==> config.mk <==
export PLATFORM = sky130hd
export DESIGN_NAME = ex_stage
export DESIGN_NICKNAME = d
export VERILOG_FILES = /design/src/rtl/ex_stage.sv
export SDC_FILE = /design/constraint.sdc
export NUM_CORES = 1
export LEC_CHECK = 0
export CORE_MARGIN = 8
export CORE_UTILIZATION = 58
export CTS_BUF_LIST = sky130_fd_sc_hd__clkbuf_2 sky130_fd_sc_hd__clkbuf_4 sky130_fd_sc_hd__clkbuf_8
export DETAILED_ROUTE_END_ITERATION = 10
export PLACE_DENSITY = 0.89
export SLEW_MARGIN = 20
export SYNTH_ARGS = -nofsm -noshare
export SYNTH_HDL_FRONTEND = slang
export SYNTH_SLANG_ARGS = --single-unit
==> constraint.sdc <==
create_clock -name clk -period 10.4 [get_ports clk]
set_clock_uncertainty 0.1 [all_clocks]
set_input_delay 2.08 -clock clk [delete_from_list [all_inputs] [get_ports clk]]
set_output_delay 2.08 -clock clk [all_outputs]
set_load 0.02 [all_outputs]
==> src/rtl/ex_stage.sv <==
`default_nettype none
// ============================================================================
// Module   : ex_stage
// Purpose  : Pipeline EX stage: operand forwarding, ALU, destination select,
//            EX/MEM register and a 32-step iterative unsigned multiplier.
// Revision : 1.0
// ============================================================================
module ex_stage #(
    parameter int MULT_CYCLES = 32
) (
    input  logic        clk,
    input  logic        rstn,
    input  logic        regwritee,
    input  logic        memtorege,
    input  logic        memwritee,
    input  logic        alusrce,
    input  logic        jumplinke,
    input  logic [1:0]  regdste,
    input  logic [2:0]  alucontrole,
    input  logic [31:0] rd1e,
    input  logic [31:0] rd2e,
    input  logic [31:0] signimme,
    input  logic [31:0] pcplus4e,
    input  logic [4:0]  rte,
    input  logic [4:0]  rde,
    input  logic [1:0]  forwardae,
    input  logic [1:0]  forwardbe,
    input  logic [31:0] resultw,
    input  logic [31:0] aluoutfwd,
    input  logic        multe,
    output logic        stalle,
    output logic        regwritem,
    output logic        memtoregm,
    output logic        memwritem,
    output logic        jumplinkm,
    output logic [31:0] aluoutm,
    output logic [31:0] writedatam,
    output logic [31:0] pcplus4m,
    output logic [4:0]  writeregm,
    output logic        zerom,
    output logic [31:0] hi,
    output logic [31:0] lo
);

    typedef enum logic [1:0] {
        S_IDLE = 2'd0,
        S_BUSY = 2'd1,
        S_DONE = 2'd2
    } state_t;

    localparam logic [4:0] C_LAST_STEP = 5'(MULT_CYCLES - 1);

    state_t      r_state;
    logic [31:0] r_mcand;
    logic [31:0] r_mplier;
    logic [63:0] r_acc;
    logic [4:0]  r_count;

    logic [31:0] w_srca;
    logic [31:0] w_fwdb;
    logic [31:0] w_srcb;
    logic [31:0] w_alu;
    logic [4:0]  w_writereg;
    logic [31:0] w_partial;
    logic [32:0] w_sum;

    always_comb begin
        w_srca = rd1e;
        case (forwardae)
            2'b01:   w_srca = resultw;
            2'b10:   w_srca = aluoutfwd;
            default: w_srca = rd1e;
        endcase
    end

    always_comb begin
        w_fwdb = rd2e;
        case (forwardbe)
            2'b01:   w_fwdb = resultw;
            2'b10:   w_fwdb = aluoutfwd;
            default: w_fwdb = rd2e;
        endcase
    end

    assign w_srcb = alusrce ? signimme : w_fwdb;

    always_comb begin
        w_alu = 32'd0;
        case (alucontrole)
            3'b000:  w_alu = w_srca & w_srcb;
            3'b001:  w_alu = w_srca | w_srcb;
            3'b010:  w_alu = w_srca + w_srcb;
            3'b011:  w_alu = 32'd0;
            3'b100:  w_alu = w_srca & ~w_srcb;
            3'b101:  w_alu = w_srca | ~w_srcb;
            3'b110:  w_alu = w_srca - w_srcb;
            3'b111:  w_alu = ($signed(w_srca) < $signed(w_srcb)) ? 32'd1 : 32'd0;
            default: w_alu = 32'd0;
        endcase
    end

    always_comb begin
        w_writereg = rte;
        case (regdste)
            2'b01:   w_writereg = rde;
            2'b10:   w_writereg = 5'd31;
            default: w_writereg = rte;
        endcase
    end

    // Right-shifting shift-add: the upper half accumulates, the low half
    // collects finished product bits; 32 steps leave the full product.
    assign w_partial = r_mplier[0] ? r_mcand : 32'd0;
    assign w_sum     = {1'b0, r_acc[63:32]} + {1'b0, w_partial};

    assign stalle = rstn & (((r_state == S_IDLE) & multe) | (r_state == S_BUSY));

    always_ff @(posedge clk) begin
        if (!rstn) begin
            r_state  <= S_IDLE;
            r_mcand  <= 32'd0;
            r_mplier <= 32'd0;
            r_acc    <= 64'd0;
            r_count  <= 5'd0;
            hi       <= 32'd0;
            lo       <= 32'd0;
        end else begin
            case (r_state)
                S_IDLE: begin
                    if (multe) begin
                        r_state  <= S_BUSY;
                        r_mcand  <= w_srca;
                        r_mplier <= w_fwdb;
                        r_acc    <= 64'd0;
                        r_count  <= 5'd0;
                    end
                end
                S_BUSY: begin
                    r_acc    <= {w_sum, r_acc[31:1]};
                    r_mplier <= {1'b0, r_mplier[31:1]};
                    r_count  <= r_count + 5'd1;
                    if (r_count == C_LAST_STEP) begin
                        r_state <= S_DONE;
                    end
                end
                S_DONE: begin
                    hi      <= r_acc[63:32];
                    lo      <= r_acc[31:0];
                    r_state <= S_IDLE;
                end
                default: r_state <= S_IDLE;
            endcase
        end
    end

    always_ff @(posedge clk) begin
        if (!rstn || stalle) begin
            regwritem  <= 1'b0;
            memtoregm  <= 1'b0;
            memwritem  <= 1'b0;
            jumplinkm  <= 1'b0;
            aluoutm    <= 32'd0;
            writedatam <= 32'd0;
            pcplus4m   <= 32'd0;
            writeregm  <= 5'd0;
            zerom      <= 1'b0;
        end else begin
            regwritem  <= regwritee;
            memtoregm  <= memtorege;
            memwritem  <= memwritee;
            jumplinkm  <= jumplinke;
            aluoutm    <= w_alu;
            writedatam <= w_fwdb;
            pcplus4m   <= pcplus4e;
            writeregm  <= w_writereg;
            zerom      <= (w_alu == 32'd0);
        end
    end

endmodule
`default_nettype wire

# [Yosys cells after proc, flatten, opt, wreduce, memory -nomap -nowiden]
# Index checks and enable logic that the tools add are counted.
[classes] n_addsub=4 magnitude_cmp=1 n_eq_ne=18 muxes=16 n_bitwise=8 n_reduce_logical=9
[ops] op="one-hot mux 32 bit (8 select lines)" count=1
[ops] op="one-hot mux 32 bit (2 select lines)" count=3
[ops] op="one-hot mux 64 bit (2 select lines)" count=1
[ops] op="two-way mux 32 bit" count=3
[ops] op="bitwise AND 32 bit" count=2
[ops] op="two-way mux 64 bit" count=1
[ops] op="bitwise OR 32 bit" count=2
[ops] op="adder 32 x 32 -> 33 bit" count=1
[ops] op="adder 32 bit" count=1
[ops] op="zero test 32 bit" count=1
[ops] op="< comparator 32 bit" count=1
[ops] op="NOT 32 bit" count=1
[ops] op="subtractor 32 bit" count=1
[ops] op="one-hot mux 5 bit (2 select lines)" count=2
[ops] op="== test 3 bit (second input constant)" count=4
[ops] op="== test 2 x 1 -> 1 bit (second input constant)" count=4
[ops] op="== test 2 bit (second input constant)" count=4
[ops] op="== test 3 x 2 -> 1 bit (second input constant)" count=2
[ops] op="AND reduction 2 bit" count=3
[ops] op="adder 5 x 1 -> 5 bit (second input constant)" count=1
[ops] op="== test 5 bit (second input constant)" count=1
[ops] op="two-way mux 5 bit" count=1
[ops] op="two-way mux 2 bit" count=2
[ops] op="one-hot mux 2 bit (2 select lines)" count=1
[ops] op="other kinds (11)" count=12
[word_totals] reg_bits=305

# [Depth between registers and ports, before layout]
[depth] word_depth=7 mapped_depth=22 mapped_depth_nobuf=20

# [Worst setup path before layout]
# Ideal clock, no wire load.
[synth_timing] path_kind="input-to-reg" from="input forwardbe[0]" to="register zerom" arrival_time_ps=6030 required_ps=10235 slack_ps=4205 cell_stages=21 path_buffers=2 cell_sequence="inv_1 > ha_1 > buf_4 > inv_2 > clkbuf_1 > o21ai_0 > o21ai_0 > ha_1 > inv_1 > fa_1 > nand2b_1 > a211oi_1 > o21ai_2 > o31ai_1 > a31oi_1 > o2111a_1 > nor3_1 > nand4_1 > nor4_1 > nand4_1 > nor2_1"
[synth_via] elab_chain_len=7 word_cells_on_any_way=15
[synth_lines] item="start: declaration" line="27" source="input logic [1:0] forwardbe,"
[synth_lines] item="== test 2 bit / == test 2 x 1 -> 1 bit (equally long branches)" line="78" source="case (forwardbe)"
[synth_lines] item="one-hot mux 32 bit (2 select lines) *" line="78"
[synth_lines] item="two-way mux 32 bit *" line="85" source="assign w_srcb = alusrce ? signimme : w_fwdb;"
[synth_lines] item="< comparator 32 bit / NOT 32 bit (equally long branches)" line="97, 94, 95"
[synth_lines] item="two-way mux 1 bit, or another cell as far along" line="97" source="3'b111: w_alu = ($signed(w_srca) < $signed(w_srcb)) ? 32'd1 : 32'd0;"
[synth_lines] item="one-hot mux 32 bit (8 select lines) *" line="89" source="case (alucontrole)"
[synth_lines] item="zero test 32 bit *" line="176" source="zerom <= (w_alu == 32'd0);"
[synth_lines] item="end signal: assignment" line="176"
[synth_lines] item="end: declaration" line="40" source="output logic zerom,"
# Mark *: on every way between the ends. The rest lies on a longest branch, timed or not.
# A chain may end at the register's enable or synchronous reset.

# [Worst setup path in the final report]
[layout_timing] from="input forwardbe[1]" to="register zerom"
# Same word-level chain as after synthesis.

==> impl_metrics.json <==
{
  "holdBufCountCts": 0,
  "critical_path_peak_fanout": 32,
  "synth_common_cells": "nand2_1, dfxtp_1, o21ai_0",
  "numPortBuffers": 389,
  "synth.top_cell.area_share_pct": 33.0,
  "maxCapViolCount": 0,
  "dieArea_um2": 37800,
  "crit_family": "compound AO/OA/AOI/OAI gates",
  "numCtsBuffers": 49,
  "grt_max_degree": 110,
  "grt_usage_pct": 42.0,
  "p_leak_nw": 9.40,
  "hp-class": "register to register",
  "drt_iter0_markers": 2809,
  "min_period_ps": 7990,
  "fp.dieH_um": 194,
  "worst_r2r_endpoint": "r_acc[57]",
  "cts_tree": "done",
  "gp_congestion": 1.07,
  "cp.required_ps": 10900,
  "setup_ws_ps": 2410,
  "syn-cell-area_um2": 18500,
  "nNetsFinal": 2928,
  "synthTopCellsByArea": "dfxtp_1, nand2_1, ha_1",
  "ir_worst_vdd_v": 0.000120,
  "rsz0062_at_grt": "no",
  "path_cells": "clkdlybuf4s50_1, inv_1, ha_2, a221o_1, o21ai_0, o21ai_0, inv_1, fa_1, nand2b_1, a211oi_1, o21ai_2, o31ai_1, a31oi_1, o2111a_1, nor3_1, nand4_1, nor4_1, nand4_1, nor2_1",
  "avgSynthCellArea_um2": 8.06,
  "status": "completed",
  "syn-num-nets": 2620,
  "routed_via_density": 6.85,
  "ys_warn_count": 0,
  "grt_pass1_vias": 20694,
  "antenna_found_initial": 2,
  "cp-endpoint": "zerom",
  "yosysUniqueCellTypes": 95,
  "hold_violations": 0,
  "cts.sink_count": 305,
  "worst_ep_arrival_time_ps": 8490,
  "initial_core_util_pct": 58.7,
  "grt-ovfl-total": 0,
  "ant_nets": 0,
  "pin_count": 390,
  "timing.slew.headroom_pct": 23.7,
  "cts_resized": 0,
  "rr_startpoint": "r_mplier[0]",
  "power_density_nw_per_um2": 150,
  "cts.path.max_buffers": 3,
  "slowest_stage": "ha_2",
  "rrSetupSlack_ps": 5810,
  "max_stage_delay_ps": 810,
  "dp_slack_ps": 2180,
  "crit_type": "input port to register",
  "first_pass_iters": 8,
  "routed_wl_mm": 83.7,
  "r2r.worst_path.cells": 14,
  "clk_pin_slew_ps": 70,
  "wl_per_cell_um": 27.5,
  "ys_seq_area_share_pct": 33.0,
  "max_freq_ghz": 0.125,
  "post-cts-setup-buffers": 0,
  "syn_to_final_growth_pct": 27.3,
  "ys_ff_latch": 305,
  "cp.buffers_inverters": 3,
  "synth_cells": 2294,
  "grt_pass1_wl_mm": 125,
  "end_kind": "register",
  "dp_hpwl_mm": 58.7,
  "vias": 20801,
  "die_x_um": 194,
  "synthMostInstantiatedCell": "nand2_1",
  "worst_pin_slew_ps": 1130,
  "worstSetupPathDepth": 19,
  "drc": 0,
  "setup_viol": 0,
  "core_area_um2": 31500,
  "synthArstFlopShare_pct": 0,
  "tns_ps": 0,
  "n_antenna_cell": 0,
  "synth_ff_type": "dfxtp_1",
  "synth_edf_count": 0,
  "rows": 65,
  "period_share_pct": 76.8,
  "clock-root-buffer": "clkbuf_8",
  "insertion_delay_ps": 650,
  "worstHoldPathCells": 2,
  "cp-start-kind": "input port",
  "synth_area_leader_cell": "dfxtp_1",
  "h-tree-depth": 2,
  "startpoint": "forwardbe[1]",
  "slew_viol_final": 0,
  "drive_gt1_share_pct": 7.02
}
[layer usage]
layer,vias to the layer above,track usage [%],part of all wire [%]
li1,8845,-,-
met1,9736,48.8,35
met2,1795,68.4,45
met3,423,11.2,13
met4,2,25.3,7.2
met5,-,0,0.018
[worst min-delay path by stage]
stage,start,end,slack [ps]
after global routing,r_mcand[28],r_mcand[28],390
final,r_mcand[21],r_mcand[21],360
after CTS,r_mcand[21],r_mcand[21],360
after detailed placement,r_count[3],r_count[3],340
after global placement,r_count[3],r_count[3],330
after floorplan,r_count[3],r_count[3],310
[cells by family (layout without fill, tap and decap cells)]
logic type	after synthesis	in the layout	share of synthesized area (%)
AND/OR/NAND/NOR	770	770	19.2
AO/OA/AOI/OAI	761	761	29.7
flip-flops	305	305	33.0
buffers and inverters	244	586	5.43
adder cells (fa/ha/maj)	129	129	8.60
XOR/XNOR	74	74	3.51
multiplexers	11	11	0.609
[area by class of cell]
class                      count  area, um2
multi-input combinational   1745      11400
clock inverter                16        184
clock buffer                  69        900
timing repair buffer         421       4120
tap                          402        503
sequential                   305       6110
inverter                      80        300
fill                        2047       7950
[flip-flops by register name, indices dropped and copies added, names as in the netlist]
register and count:
zerom 1, regwritem 1, memtoregm 1, hi 32, jumplinkm 1, writeregm 5
r_acc 64, r_mcand 32, writedatam 32, r_state 2, r_count 5, r_mplier 32
pcplus4m 32, memwritem 1, lo 32, aluoutm 32
[layout by cell type, fill, tap and decap left out, types with 12 or more instances in the layout]
cell | Yosys | final
a221o_1 | 23 | 23
o211ai_1 | 35 | 35
a21o_1 | 26 | 26
nor2b_1 | 20 | 19
nand2b_1 | 21 | 19
a31oi_1 | 12 | 12
a211oi_1 | 19 | 19
a22oi_1 | 41 | 41
maj3_1 | 16 | 16
clkbuf_8 | 0 | 61
xnor2_1 | 58 | 58
a21boi_0 | 100 | 100
xor2_1 | 16 | 16
clkdlybuf4s50_1 | 0 | 386
nand4_1 | 13 | 13
o21a_1 | 16 | 16
nor3_1 | 37 | 37
and3_1 | 46 | 45
o211a_1 | 34 | 34
and2_1 | 55 | 55
nand2_1 | 382 | 380
o31ai_1 | 19 | 19
a21oi_1 | 107 | 107
nor2_1 | 122 | 121
dfxtp_1 | 305 | 305
o21ai_1 | 24 | 29
nand3_1 | 29 | 29
a22o_1 | 45 | 45
buf_4 | 8 | 33
inv_1 | 72 | 72
ha_1 | 104 | 101
o21ai_0 | 143 | 138
[worst register-to-register path, cell delays in order, from the launching register on]
cell	delay [ps]
dfxtp_1	620
and2_1	360
ha_1	260
fa_1	420
a21oi_1	240
nor2_1	100
and4bb_2	370
or3_1	180
a21oi_1	100
o31a_1	300
o31ai_1	680
nand2b_1	140
a21oi_1	310
xor2_1	190
o21ai_1	70
[power by group]
| part | internal [W] | switching (W) |
|---|---|---|
| registers | 0.00122 | 0.0000285 |
| clock network | 0.000638 | 0.000534 |
| logic | 0.000415 | 0.000701 |
[metrics by stage]
stage	total power, W	hold slack [ps]	util [%]	instance area [um2]	std cells
global placement	0.00232	335	71.3	22400	2953
detailed placement	0.00233	337	71.3	22400	2953
global route	0.00363	388	74.8	23500	3038
CTS	0.00348	364	74.7	23500	3038
finish	0.00353	362	74.8	23500	3038
floorplan	0.00192	315	-	18500	2294
No activity file was read; power rests on OpenSTA's default activity.
